===== src/rtl/window7_streamer.sv =====
// Sliding 7-sample window generator feeding sorter7: turns a line-delimited pixel
// stream into one centred window per pixel, replicating edge pixels at both line ends.
module window7_streamer #(
    parameter int unsigned DATA_WIDTH = 8
) (
    input  logic                  clk,
    input  logic                  rst_n,
    input  logic [DATA_WIDTH-1:0] s_data,
    input  logic                  s_valid,
    input  logic                  s_last,
    output logic                  s_ready,
    output logic [DATA_WIDTH-1:0] win_1,
    output logic [DATA_WIDTH-1:0] win_2,
    output logic [DATA_WIDTH-1:0] win_3,
    output logic [DATA_WIDTH-1:0] win_4,
    output logic [DATA_WIDTH-1:0] win_5,
    output logic [DATA_WIDTH-1:0] win_6,
    output logic [DATA_WIDTH-1:0] win_7,
    output logic                  m_valid,
    output logic                  m_last,
    input  logic                  m_ready
);

    localparam int unsigned TAPS     = 7;
    localparam int unsigned LEAD_W   = 2;
    localparam int unsigned STATE_W  = 2;

    localparam logic [STATE_W-1:0] ST_IDLE  = 2'd0;
    localparam logic [STATE_W-1:0] ST_RUN   = 2'd1;
    localparam logic [STATE_W-1:0] ST_FLUSH = 2'd2;

    localparam logic [LEAD_W-1:0] LEAD_FULL  = 2'd3;
    localparam logic [LEAD_W-1:0] FLUSH_LAST = 2'd2;

    logic [STATE_W-1:0]                 state_q, state_d;
    logic [LEAD_W-1:0]                  lead_q, lead_d;
    logic [LEAD_W-1:0]                  flush_cnt_q, flush_cnt_d;
    logic [TAPS-1:0][DATA_WIDTH-1:0]    win_q, win_d;
    logic                               m_valid_q, m_valid_d;
    logic                               m_last_q, m_last_d;

    logic                               slot_free;
    logic                               accept;
    logic                               shift_en;
    logic [DATA_WIDTH-1:0]              shift_val;

    // Output slot can take a new window when empty or being drained this cycle
    assign slot_free = !m_valid_q || m_ready;
    assign s_ready   = rst_n && slot_free && (state_q != ST_FLUSH);
    assign accept    = s_valid && s_ready;

    always_comb begin
        state_d     = state_q;
        lead_d      = lead_q;
        flush_cnt_d = flush_cnt_q;
        win_d       = win_q;
        m_valid_d   = m_valid_q;
        m_last_d    = m_last_q;
        shift_en    = 1'b0;
        shift_val   = s_data;

        if (slot_free) begin
            m_valid_d = 1'b0;
            m_last_d  = 1'b0;
        end

        case (state_q)
            ST_IDLE: begin
                if (accept) begin
                    win_d   = {TAPS{s_data}};
                    lead_d  = '0;
                    state_d = s_last ? ST_FLUSH : ST_RUN;
                end
            end
            ST_RUN: begin
                if (accept) begin
                    shift_en = 1'b1;
                    if (s_last) begin
                        state_d = ST_FLUSH;
                    end
                end
            end
            ST_FLUSH: begin
                if (slot_free) begin
                    shift_en  = 1'b1;
                    shift_val = win_q[TAPS-1];
                    if (flush_cnt_q == FLUSH_LAST) begin
                        flush_cnt_d = '0;
                        state_d     = ST_IDLE;
                        m_last_d    = 1'b1;
                    end else begin
                        flush_cnt_d = LEAD_W'(flush_cnt_q + LEAD_W'(1));
                    end
                end
            end
            default: begin
                state_d = ST_IDLE;
            end
        endcase

        // A window is complete once three look-ahead samples sit beyond the centre
        if (shift_en) begin
            win_d     = {shift_val, win_q[TAPS-1:1]};
            lead_d    = (lead_q == LEAD_FULL) ? LEAD_FULL : LEAD_W'(lead_q + LEAD_W'(1));
            m_valid_d = (lead_d == LEAD_FULL);
        end
    end

    always_ff @(posedge clk or negedge rst_n) begin
        if (!rst_n) begin
            state_q     <= ST_IDLE;
            lead_q      <= '0;
            flush_cnt_q <= '0;
            win_q       <= '0;
            m_valid_q   <= 1'b0;
            m_last_q    <= 1'b0;
        end else begin
            state_q     <= state_d;
            lead_q      <= lead_d;
            flush_cnt_q <= flush_cnt_d;
            win_q       <= win_d;
            m_valid_q   <= m_valid_d;
            m_last_q    <= m_last_d;
        end
    end

    assign win_1   = win_q[0];
    assign win_2   = win_q[1];
    assign win_3   = win_q[2];
    assign win_4   = win_q[3];
    assign win_5   = win_q[4];
    assign win_6   = win_q[5];
    assign win_7   = win_q[6];
    assign m_valid = m_valid_q;
    assign m_last  = m_last_q;

endmodule


===== config.mk =====
export PLATFORM = sky130hd
export DESIGN_NAME = window7_streamer
export DESIGN_NICKNAME = d
export VERILOG_FILES = /design/src/rtl/window7_streamer.sv
export SDC_FILE = /design/constraint.sdc
export NUM_CORES = 1
export LEC_CHECK = 0
export BUFFER_PORTS_ARGS = -buffer_cell sky130_fd_sc_hd__buf_2
export CORE_MARGIN = 1
export CORE_UTILIZATION = 50
export DETAILED_ROUTE_END_ITERATION = 16
export PLACE_DENSITY = 0.73
export SYNTH_ARGS = -nofsm -noshare
export SYNTH_HDL_FRONTEND = slang
export SYNTH_SLANG_ARGS = --single-unit

===== constraint.sdc =====
create_clock -name clk -period 3.5 [get_ports clk]
set_input_delay 0.35 -clock clk [delete_from_list [all_inputs] [get_ports clk]]
set_output_delay 0.35 -clock clk [all_outputs]
set_load 0.005 [all_outputs]

After elaboration in Yosys (flattened, before gate mapping)
Index checks and enable logic that the tools add are counted.
{ "word_totals": {"ff_bits": 64, "out_inout_bits": 59, "elab_cells": 65} }
{ "classes": {"n_reduce_logical": 13, "addsub": 2, "eq_ne": 12, "mux": 26} }
{ "op_table": {"columns": ["op", "n"], "rows": [
  ["$mux W56", 3],
  ["$mux W2", 11],
  ["$mux W8", 2],
  ["$ne A2 B2 Y1 const B", 6],
  ["$eq A2 B2 Y1 const B", 4],
  ["$mux W1", 8],
  ["$pmux W2 S3", 1],
  ["$reduce_bool A2 Y1", 3],
  ["$reduce_and A5 Y1", 1],
  ["$add A2 B1 Y2 const B", 2],
  ["$reduce_and A2 Y1", 2],
  ["$logic_and A1 B1 Y1", 3],
  ["$ne A3 B3 Y1 const B", 1],
  ["$reduce_and A3 Y1", 1],
  ["$eq A2 B1 Y1 const B", 1],
  ["$logic_not A2 Y1", 1],
  ["$pmux W1 S2", 1],
  ["$logic_not A1 Y1", 1],
  ["$logic_or A1 B1 Y1", 1]
]} }

Logic depth before layout (Yosys ltp)
Gate-level depths: netlist of run 1.
{ "logic_depth": {"ltp_word": 9, "ltp_mapped": 10, "mapped_depth_nobuf": 6} }

Least setup slack after synthesis of run 1
Ideal clock, no wire load.
{ "synth_timing": {"path_type": "register to register", "from": "reg state_q[0]", "to": "reg win_q (netlist bit win_7[0])", "arrival_time_ns": 2.097, "slack_ns": 1.278, "required_time_ns": 3.375, "stages_incl_launch_ff": 10, "period_less_slack_ns": 2.222, "cell_sequence": "dfrtp_1 > inv_1 > ha_1 > buf_6 > nand2b_4 > buf_6 > or3_1 > buf_2 > a21oi_4 > mux2_4"} }
{ "synth_between": {"elab_chain_len": 7, "word_cells_on_any_way": 14, "cone_classes": "eq/ne: 4; mux: 4; reduce/logical: 6"} }
{ "synth_lines": {"columns": ["element", "line_no", "rtl"], "rows": [
  ["start, declared", "35", "logic [STATE_W-1:0] state_q, state_d;"],
  ["start signal, assigned", "118", "state_q <= state_d;"],
  ["$ne A2 B2 Y1", "49", "assign s_ready = rst_n && slot_free && (state_q != ST_FLUSH);"],
  ["$logic_and A1 B1 Y1", "49", null],
  ["$logic_and A1 B1 Y1", "50", "assign accept = s_valid && s_ready;"],
  ["$mux W1", "76", "if (accept) begin"],
  ["$pmux W1 S2", "67", "case (state_q)"],
  ["$ne A3 B3 Y1 (no line) / $reduce_bool A2 Y1 (equally long branches)", null, null],
  ["$reduce_and A3 Y1 (no line)", null, null],
  ["end signal, assigned", "121", "win_q <= win_d;"],
  ["end, declared", "38", "logic [TAPS-1:0][DATA_WIDTH-1:0] win_q, win_d;"]
]} }
Parallel ways exist; a longest one is shown, timed or not.
A chain may end at the register's enable or synchronous reset.

Worst setup path after layout of run 1
{ "layout_timing": {"from": "in rst_n", "to": "reg state_q[0]"} }
{ "layout_between": {"elab_chain_len": 5, "word_cells_on_any_way": 6, "cone_classes": "eq/ne: 2; reduce/logical: 4"} }
{ "layout_lines": {"columns": ["element", "line_no", "rtl"], "rows": [
  ["start, declared", "7", "input logic rst_n,"],
  ["$logic_and A1 B1 Y1 * (2 in series)", "49", null],
  ["$logic_and A1 B1 Y1 *", "50", null],
  ["$ne A2 B2 Y1 (no line)", null, null],
  ["$reduce_and A5 Y1 (no line) *", null, null]
]} }
Every way passes the cells marked *; elsewhere a longest branch is shown, timed or not.

==> results_tabular.tex, run 1 <==
\begin{tabular}{lr}
\hline
Metric & Value \\
\hline
\multicolumn{2}{l}{\textbf{STA}} \\
\quad Number of endpoints failing setup at the final stage & 0 \\
\quad Final Hold Vio Count & 0 \\
\quad FMAX & 428.1 MHz \\
\quad Post-route setup slack & approximately 1200 ps \\
\quad Number of pins exceeding their max-slew limit in the final report & 0 \\
\quad Transition time of the tightest slew-check pin & roughly 1000 ps \\
\quad Period utilisation layout & approximately two thirds \\
\quad Hold slack & 259.9 ps \\
\quad Setup TNS after final layout & 0 ps \\
\quad Clock period minus worst slack & approximately 2300 ps \\
\quad RSZ-0062 raised after global routing & false \\
\quad Slew HR & 30.47\% \\
\quad Worst Clk Skew & between 5 and 6 ps \\
\multicolumn{2}{l}{\textbf{Min path}} \\
\quad Class of the tightest hold or removal check & in -> reg \\
\multicolumn{2}{l}{\textbf{Synth}} \\
\quad Avg Synthesized Cell Area & between 9 and 10 um\^{}2 \\
\quad Number of instances in the synthesized netlist & between 200 and 300 \\
\quad Leading area contributor after synthesis & dfrtp\_1 \\
\quad Most area-consuming cells after synthesis & dfrtp\_1 57\%, o21ai\_0 9.6\%, a21oi\_1 9.4\% \\
\quad Top post-synthesis cells by count & 64 x dfrtp\_1, 54 x nand2\_1, 54 x o21ai\_0 \\
\quad Post-synth EDFFs & 0 \\
\quad Fraction of post-synthesis cell area in the top cell type by area & between 50 and 60\% \\
\quad Total nets after synthesis & 304 \\
\quad Number of library cell types mapped by synthesis & 26 \\
\quad Cell area after synthesis & 2820 um\^{}2 \\
\quad Primary FF master, synth & dfrtp\_1 \\
\quad Sequential-to-total area share from yosys stat & 56.79\% \\
\quad Most numerous cell in the Yosys netlist & dfrtp\_1 \\
\quad Flop and latch count out of synthesis & 64 \\
\quad Warnings, synthesis & 0 \\
\quad Async set or reset register ratio after synthesis & 100.0\% \\
\multicolumn{2}{l}{\textbf{Setup path}} \\
\quad Worst setup path class & in -> reg \\
\quad Slowest-stage cell, CP & buf\_4 \\
\quad CP Launch Type & input port \\
\quad Number of cell instances on the worst register-to-register path & 6 \\
\quad Worst flop-to-flop path startpoint & state\_q[0]\$\_DFFE\_PN0P\_ \\
\quad Minimum setup slack among reg-to-reg paths & 1180 ps \\
\quad FF-to-FF End & win\_7[6]\$\_DFFE\_PN0P\_ \\
\quad Max Fanout on Critical Path & between 50 and 60 \\
\quad Worst setup EP type & flip-flop \\
\quad Capturing instance or port of the critical path & state\_q[0]\$\_DFFE\_PN0P\_ \\
\quad Worst path cell trace & dlygate4sd3\_1 > buf\_2 > buf\_4 > nor2b\_1 > and3\_1 > a21oi\_1 > o22a\_1 \\
\quad Data arrival time of the critical path & between 2000 and 3000 ps \\
\quad Largest stage delay on the critical path & 640 ps \\
\quad Startpoint of the most critical setup path & rst\_n \\
\quad Data required time at the worst endpoint & 3720 ps \\
\multicolumn{2}{l}{\textbf{Clocking}} \\
\quad Number of CTS-inserted buffers & 9 \\
\quad Later-pin clock latency in the skew report & 340 ps \\
\quad Clock slew at reported path FFs & around 70 ps \\
\quad CTS tree & done \\
\quad Maximum number of buffers from clock root to sink & 2 \\
\quad CTS H-tree lvls & 3 \\
\quad Buffer type at the clock tree root & clkbuf\_8 \\
\quad CTS sink count & 64 \\
\multicolumn{2}{l}{\textbf{Die}} \\
\quad Width of the die & around 77 um \\
\quad Standard-cell rows & 26 \\
\quad Vertical die dimension & 77.10 um \\
\quad Standard cell core area & around 5300 um\^{}2 \\
\quad Number of top-level pins & 72 \\
\quad Full die area & $\sim$5900 um\^{}2 \\
\quad Effective utilization at floorplan & $\sim$54\% \\
\multicolumn{2}{l}{\textbf{Route}} \\
\quad 1st-pass router iterations & 4 \\
\quad Via total after detailed routing & around 2300 \\
\quad Post-detailed-routing wire length & about 6.1 mm \\
\quad Detail Route Antenna Nets & 0 \\
\quad Detailed-route DRC error count & 0 \\
\quad Initial DRC count & 250 \\
\quad Routed vias/inst & roughly 5.3 \\
\quad Average routed wire per standard cell & approximately 14 um \\
\multicolumn{2}{l}{\textbf{Power and ir drop}} \\
\quad Relative contribution of sequential cells to total power & about 42\% \\
\quad Cell leakage power & between 1.5 and 2 nW \\
\quad Switch share & 36.50\% \\
\quad Combinational power share & around 39\% \\
\quad Clock network fraction of design power & 19.0\% \\
\quad Post-layout power & 3.153 mW \\
\quad Maximum ir drop on the vdd rail & roughly 530 uV \\
\quad Net switching component of the power & 1.151 mW \\
\quad Pwr Density & 912.4 nW/um\^{}2 \\
\quad Internal power contribution & around 2.0 mW \\
\multicolumn{2}{l}{\textbf{Finish}} \\
\quad Number of filler cells placed in the layout & around 470 \\
\quad Number of non-filler instances in the completed layout & about 440 \\
\quad Count of nets after finishing & approximately 380 \\
\quad Layout area overhead & 22.54\% \\
\quad Final Util & between 60\% and 70\% \\
\quad Fraction of layout instances using a drive strength above 1 & about 29\% \\
\quad Post-layout instance area & $\sim$3500 um\^{}2 \\
\quad Diode count & 0 \\
\multicolumn{2}{l}{\textbf{Place}} \\
\quad Placed wire-length estimate & 4.133 mm \\
\quad Total placed cells including tap cells & between 400 and 500 \\
\quad Setup Slack @ Placement & around 1200 ps \\
\quad Standard cell area after detailed placement & about 3300 um\^{}2 \\
\quad Final weighted congestion in routability-driven placement & between 0.8 and 0.9 \\
\quad IO Port Bufs & 71 \\
\multicolumn{2}{l}{\textbf{Global routing}} \\
\quad Pin count of the biggest net entering global routing & 98 \\
\quad Via count of the first global-routing pass & between 2000 and 2500 \\
\quad Overall global routing resource usage & a little over a fifth \\
\quad Antenna violations before repair & 0 \\
\quad Global-route wire length before repair & approximately 10 mm \\
\quad Global route total overflow & 0 \\
\multicolumn{2}{l}{\textbf{Status}} \\
\quad Result of the run & finished, final reports clean \\
\multicolumn{2}{l}{\textbf{Flow run}} \\
\quad Maxcap violations & 0 \\
\hline
\end{tabular}
==> metal layers <==
layer  vias up  global-route usage [%]  share of wire [%]
met3         9                   4.405                6.0
met4         0                   11.32                1.6
met5         -                       0                  0
met2        75                   31.25                 45
li1       1151                       -                  -
met1      1084                   31.55                 48
==> placed cells by master (no fill, tap or decap), types with 3 or more instances in the layout <==
master and n:
inv_1 4, clkbuf_8 9, buf_2 71, nor2_1 3
dfrtp_1 64, mux2_4 8, nor4b_1 8, clkbuf_1 3
a21oi_1 53, o21ai_0 54, clkinv_2 3, ha_1 3
nand2_1 54, buf_4 11
==> worst min path at each step <==
stage / end / from / cells past startpoint
final: win_7[0]$_DFFE_PN0P_ / s_data[0] / 2
after CTS: win_7[1]$_DFFE_PN0P_ / s_data[1] / 2
after global placement: win_7[6]$_DFFE_PN0P_ / rst_n / 1
after global routing: win_7[0]$_DFFE_PN0P_ / s_data[0] / 2
after detailed placement: win_7[4]$_DFFE_PN0P_ / rst_n / 1
after floorplan: asynchronous set/reset pin / rst_n / 0
==> sequential cells by signal, summed over array words and instances (netlist names), named ones only <==
register / cells
win_1: 8
win_2: 8
win_3: 8
win_4: 8
win_5: 8
win_6: 8
win_7: 8
flush_cnt_q: 2
lead_q: 2
state_q: 2
m_valid: 1
==> kinds of logic after synthesis <==
| kind of cell | Yosys count | share of synthesized area, % |
|---|---|---|
| AO/OA/AOI/OAI | 111 | 20.36 |
| AND/OR/NAND/NOR | 79 | 13.62 |
| flip-flops | 64 | 56.79 |
| buffers and inverters | 23 | 3.638 |
| multiplexers | 8 | 4.259 |
| adder cells (fa/ha/maj) | 3 | 1.331 |
==> power groups by stage <==
stage / Clock [mW] / Combinational [mW] / Sequential [mW]
global route: 0.642 / 1.37 / 1.37
global placement: 0 / 1.19 / 1.33
CTS: 0.608 / 1.24 / 1.33
detailed placement: 0 / 1.24 / 1.34
floorplan: 0 / 0.749 / 1.33
finish: 0.601 / 1.22 / 1.33
==> worst max-delay path: cells and delay by family <==
| kind | cells | cell delay [ps] |
|---|---|---|
| compound gates | 2 | 280 |
| buf+inv | 3 | 1450 |
| simple gates | 2 | 470 |
==> layout make-up <==
cell class / count / area, um^2 / share of cell area [%]
clock inverters: 4 / 45.04 / 1.303
inverters: 4 / 15.01 / 0.4345
flip-flops and latches: 64 / 1602 / 46.34
repair buffers: 83 / 447.9 / 12.96
well taps: 70 / 87.58 / 2.534
clock buffers: 12 / 135.1 / 3.910
multi-input cells: 201 / 1124 / 32.51
==> timing repair <==
action | CTS | global route
hold endpoints to repair | 7 | 0
gates resized for setup | 0 | 0
hold buffers | 1 | 0
buffers inserted | 0 | 0
Note: power is estimated with default switching activity, not from simulation.
==> run 2, diff against run 1 <==
- ABC_AREA: unset -> 1
- CORE_UTILIZATION: 50 -> 48
- clock period: 3.5 -> 1.95 ns (I/O delays scaled with it)
==> results_tabular.tex, run 2 <==
\begin{tabular}{lr}
\hline
Metric & Value \\
\hline
\multicolumn{2}{l}{\textbf{Place}} \\
\quad Final weighted congestion in routability-driven placement & a little over 0.8 \\
\quad IO Port Bufs & slightly above 70 \\
\quad Placed wire-length estimate & 4.408 mm \\
\quad Total placed cells including tap cells & between 400 and 500 \\
\multicolumn{2}{l}{\textbf{Status}} \\
\quad Result of the run & finished, final reports clean \\
\multicolumn{2}{l}{\textbf{Route}} \\
\quad 1st-pass router iterations & 4 \\
\quad Detail Route Antenna Nets & 0 \\
\quad Via total after detailed routing & around 2400 \\
\quad Detailed-route DRC error count & 0 \\
\quad Average routed wire per standard cell & between 10 and 15 um \\
\quad Routed vias/inst & between 5 and 6 \\
\quad Initial DRC count & just under 200 \\
\quad Post-detailed-routing wire length & between 6 and 7 mm \\
\multicolumn{2}{l}{\textbf{Finish}} \\
\quad Count of nets after finishing & around 400 \\
\quad Commonest non-fill, non-tap cells in the layout & 89 x nand3\_1, 73 x nand2\_1, 71 x buf\_2 \\
\quad Diode count & 0 \\
\quad Most common cell after layout, fill and taps aside & nand3\_1 \\
\quad Fraction of layout instances using a drive strength above 1 & about a third \\
\quad Number of filler cells placed in the layout & between 500 and 600 \\
\quad Number of non-filler instances in the completed layout & around 460 \\
\quad Area used by multi-input combinational logic & between 1000 and 1500 um\^{}2 \\
\quad Layout area overhead & 21.12\% \\
\quad Footprint of the flip-flops and latches & approximately 1600 um\^{}2 \\
\multicolumn{2}{l}{\textbf{Clocking}} \\
\quad Hold-fix buffers, CTS & 0 \\
\quad Later-pin clock latency in the skew report & about 340 ps \\
\quad Post-CTS Setup Repair Bufs & 0 \\
\quad CTS tree & done \\
\quad CTS H-tree lvls & 3 \\
\quad CTS sink count & 64 \\
\quad Count of instances resized after the clock tree is built & 0 \\
\quad Clock slew at reported path FFs & roughly 70 ps \\
\quad Maximum number of buffers from clock root to sink & 2 \\
\quad Number of CTS-inserted buffers & 9 \\
\quad Buffer type at the clock tree root & clkbuf\_8 \\
\multicolumn{2}{l}{\textbf{Flow run}} \\
\quad Maxcap violations & 0 \\
\multicolumn{2}{l}{\textbf{STA}} \\
\quad Transition time of the tightest slew-check pin & 789.5 ps \\
\quad Number of endpoints failing setup at the final stage & 0 \\
\quad Period utilisation layout & about 95\% \\
\quad Setup TNS after final layout & 0 ps \\
\quad RSZ-0062 raised after global routing & true \\
\quad Number of pins exceeding their max-slew limit in the final report & 0 \\
\quad FMAX & 539.7 MHz \\
\quad Final Hold Vio Count & 0 \\
\quad Clock period minus worst slack & between 1500 and 2000 ps \\
\quad Slew HR & around 47\% \\
\quad Worst Clk Skew & 10.54 ps \\
\multicolumn{2}{l}{\textbf{Setup path}} \\
\quad Most frequent cell on the critical path & nand3\_1 \\
\quad Largest stage delay on the critical path & $\sim$380 ps \\
\quad Data required time at the worst endpoint & roughly 2200 ps \\
\quad CP Launch Type & flip-flop \\
\quad Worst flop-to-flop path startpoint & state\_q[0]\$\_DFFE\_PN0P\_ \\
\quad Number of cell instances on the worst register-to-register path & 9 \\
\quad Worst setup path class & reg -> reg \\
\quad Worst setup EP type & flip-flop \\
\quad Data arrival time of the critical path & around 2000 ps \\
\quad Slowest-stage cell, CP & dfrtp\_1 \\
\quad Minimum setup slack among reg-to-reg paths & 100 ps \\
\quad Max Fanout on Critical Path & 15 \\
\quad Worst path cell trace & inv\_1 > ha\_1 > nor2\_4 > nand4\_1 > nand2\_1 > nand2\_2 > buf\_4 > nand3\_1 > nand3\_1 \\
\quad FF-to-FF End & win\_3[5]\$\_DFFE\_PN0P\_ \\
\multicolumn{2}{l}{\textbf{Synth}} \\
\quad Top post-synthesis cells by count & 94 x nand3\_1, 74 x nand2\_1, 64 x dfrtp\_1 \\
\quad Most area-consuming cells after synthesis & dfrtp\_1 55\%, nand3\_1 16\%, nand2\_1 9.5\% \\
\quad Post-synth EDFFs & 0 \\
\quad Warnings, synthesis & 0 \\
\quad Number of instances in the synthesized netlist & approximately 310 \\
\quad Sequential-to-total area share from yosys stat & 54.94\% \\
\quad Async set or reset register ratio after synthesis & 100.0\% \\
\quad Cell area after synthesis & 2915 um\^{}2 \\
\quad Leading area contributor after synthesis & dfrtp\_1 \\
\quad Avg Synthesized Cell Area & about 9.5 um\^{}2 \\
\quad Total nets after synthesis & 323 \\
\quad Most numerous cell in the Yosys netlist & nand3\_1 \\
\quad Flop and latch count out of synthesis & 64 \\
\quad Number of library cell types mapped by synthesis & 24 \\
\quad Fraction of post-synthesis cell area in the top cell type by area & roughly 55\% \\
\quad Primary FF master, synth & dfrtp\_1 \\
\multicolumn{2}{l}{\textbf{Die}} \\
\quad Width of the die & roughly 80 um \\
\quad Standard cell core area & 5886 um\^{}2 \\
\quad Number of top-level pins & 72 \\
\quad Full die area & between 6000 and 7000 um\^{}2 \\
\quad Effective utilization at floorplan & around half \\
\quad Vertical die dimension & $\sim$80 um \\
\quad Standard-cell rows & 28 \\
\multicolumn{2}{l}{\textbf{Power and ir drop}} \\
\quad Net switching component of the power & roughly 2.3 mW \\
\quad Switch share & about two fifths \\
\quad Clock network fraction of design power & 17.5\% \\
\quad Relative contribution of sequential cells to total power & 41.0\% \\
\quad Maximum ir drop on the vdd rail & $\sim$660 uV \\
\quad Pwr Density & roughly 1600 nW/um\^{}2 \\
\quad Combinational power share & around two fifths \\
\quad Internal power contribution & approximately 3.5 mW \\
\quad Cell leakage power & 1.905 nW \\
\multicolumn{2}{l}{\textbf{Global routing}} \\
\quad Antenna violations before repair & 0 \\
\quad Global-route wire length before repair & 10.63 mm \\
\quad Global route total overflow & 0 \\
\quad Pin count of the biggest net entering global routing & 65 \\
\quad Via count of the first global-routing pass & 2212 \\
\quad Overall global routing resource usage & 22.04\% \\
\multicolumn{2}{l}{\textbf{Min path}} \\
\quad Class of the tightest hold or removal check & in -> async \\
\hline
\end{tabular}
run 2: cell types whose count changed after synthesis, sizes merged, moves of 9 or more:
cell	delta
a21oi	-53
buf	+13
clkbuf	-14
inv	+9
nand2	+22
nand3	+114
o21ai	-44
run 2: critical path, delay by kind of cell, from the launching register on:
kind,cells,cell delay (ps)
fa+ha+maj,1,260
buf+inv,2,300
flops,1,380
simple gates,6,770
run 2: cell families (layout without fill, tap and decap cells):
kind of cell             count (synthesis)  count (layout)  synth area share [%]
flip-flops                              64              64                 54.94
AND/OR/NAND/NOR                        196             196                 35.15
buffers and inverters                   31             110                 6.180
AO/OA/AOI/OAI                           13              13                 2.446
adder cells (fa/ha/maj)                  3               3                 1.288
run 2: worst max-delay path by stage:
stage                                      start                   end  slack [ps]  depth (start not counted)
after floorplan           state_q[0]$_DFFE_PN0P_  win_2[0]$_DFFE_PN0P_         350                         10
after global routing      state_q[0]$_DFFE_PN0P_  win_6[5]$_DFFE_PN0P_         -40                          9
after CTS                 state_q[0]$_DFFE_PN0P_  win_7[4]$_DFFE_PN0P_         100                         10
final                     state_q[0]$_DFFE_PN0P_  win_3[5]$_DFFE_PN0P_         100                          9
after detailed placement  state_q[0]$_DFFE_PN0P_  win_7[4]$_DFFE_PN0P_         110                         10
after global placement    state_q[0]$_DFFE_PN0P_  win_2[7]$_DFFE_PN0P_         210                          9
run 2: per-stage QoR:
stage               area (um^2)  power [mW]  util (%)  hold WS [ps]  worst slack (ps)
floorplan                  2915       3.891         -        -100.6             354.2
global placement           3328       4.678     56.55         454.2             211.1
detailed placement         3328       4.764     56.55         455.8             114.1
CTS                        3501       5.782     59.48         95.12             95.64
global route               3531       6.264     59.99         127.4            -39.89
finish                     3531       5.757     59.99         73.17             97.01
run 2: power groups by stage:
stage | registers [mW] | logic (mW) | clock network, mW
after floorplan | 2.37 | 1.52 | 0
after global placement | 2.36 | 2.31 | 0
after detailed placement | 2.38 | 2.39 | 0
after CTS | 2.36 | 2.40 | 1.03
after global routing | 2.44 | 2.74 | 1.08
final | 2.36 | 2.39 | 1.01
run 2: cell type report:
| class | count | area share [%] |
|---|---|---|
| flip-flops and latches | 64 | 45.36 |
| multi-input cells | 212 | 32.88 |
| repair buffers | 82 | 12.76 |
| clock buffers | 12 | 4.394 |
| well taps | 75 | 2.658 |
| inverters | 13 | 1.453 |
| clock inverters | 3 | 0.4961 |
run 2: routing by layer:
metal | up-vias | wire (um) | track usage, %
li1 | 1184 | - | -
met3 | 13 | 431 | 4.343
met2 | 80 | 2799 | 31.45
met1 | 1111 | 2951 | 31.08
met5 | - | 0 | 0
met4 | 0 | 148 | 12.68
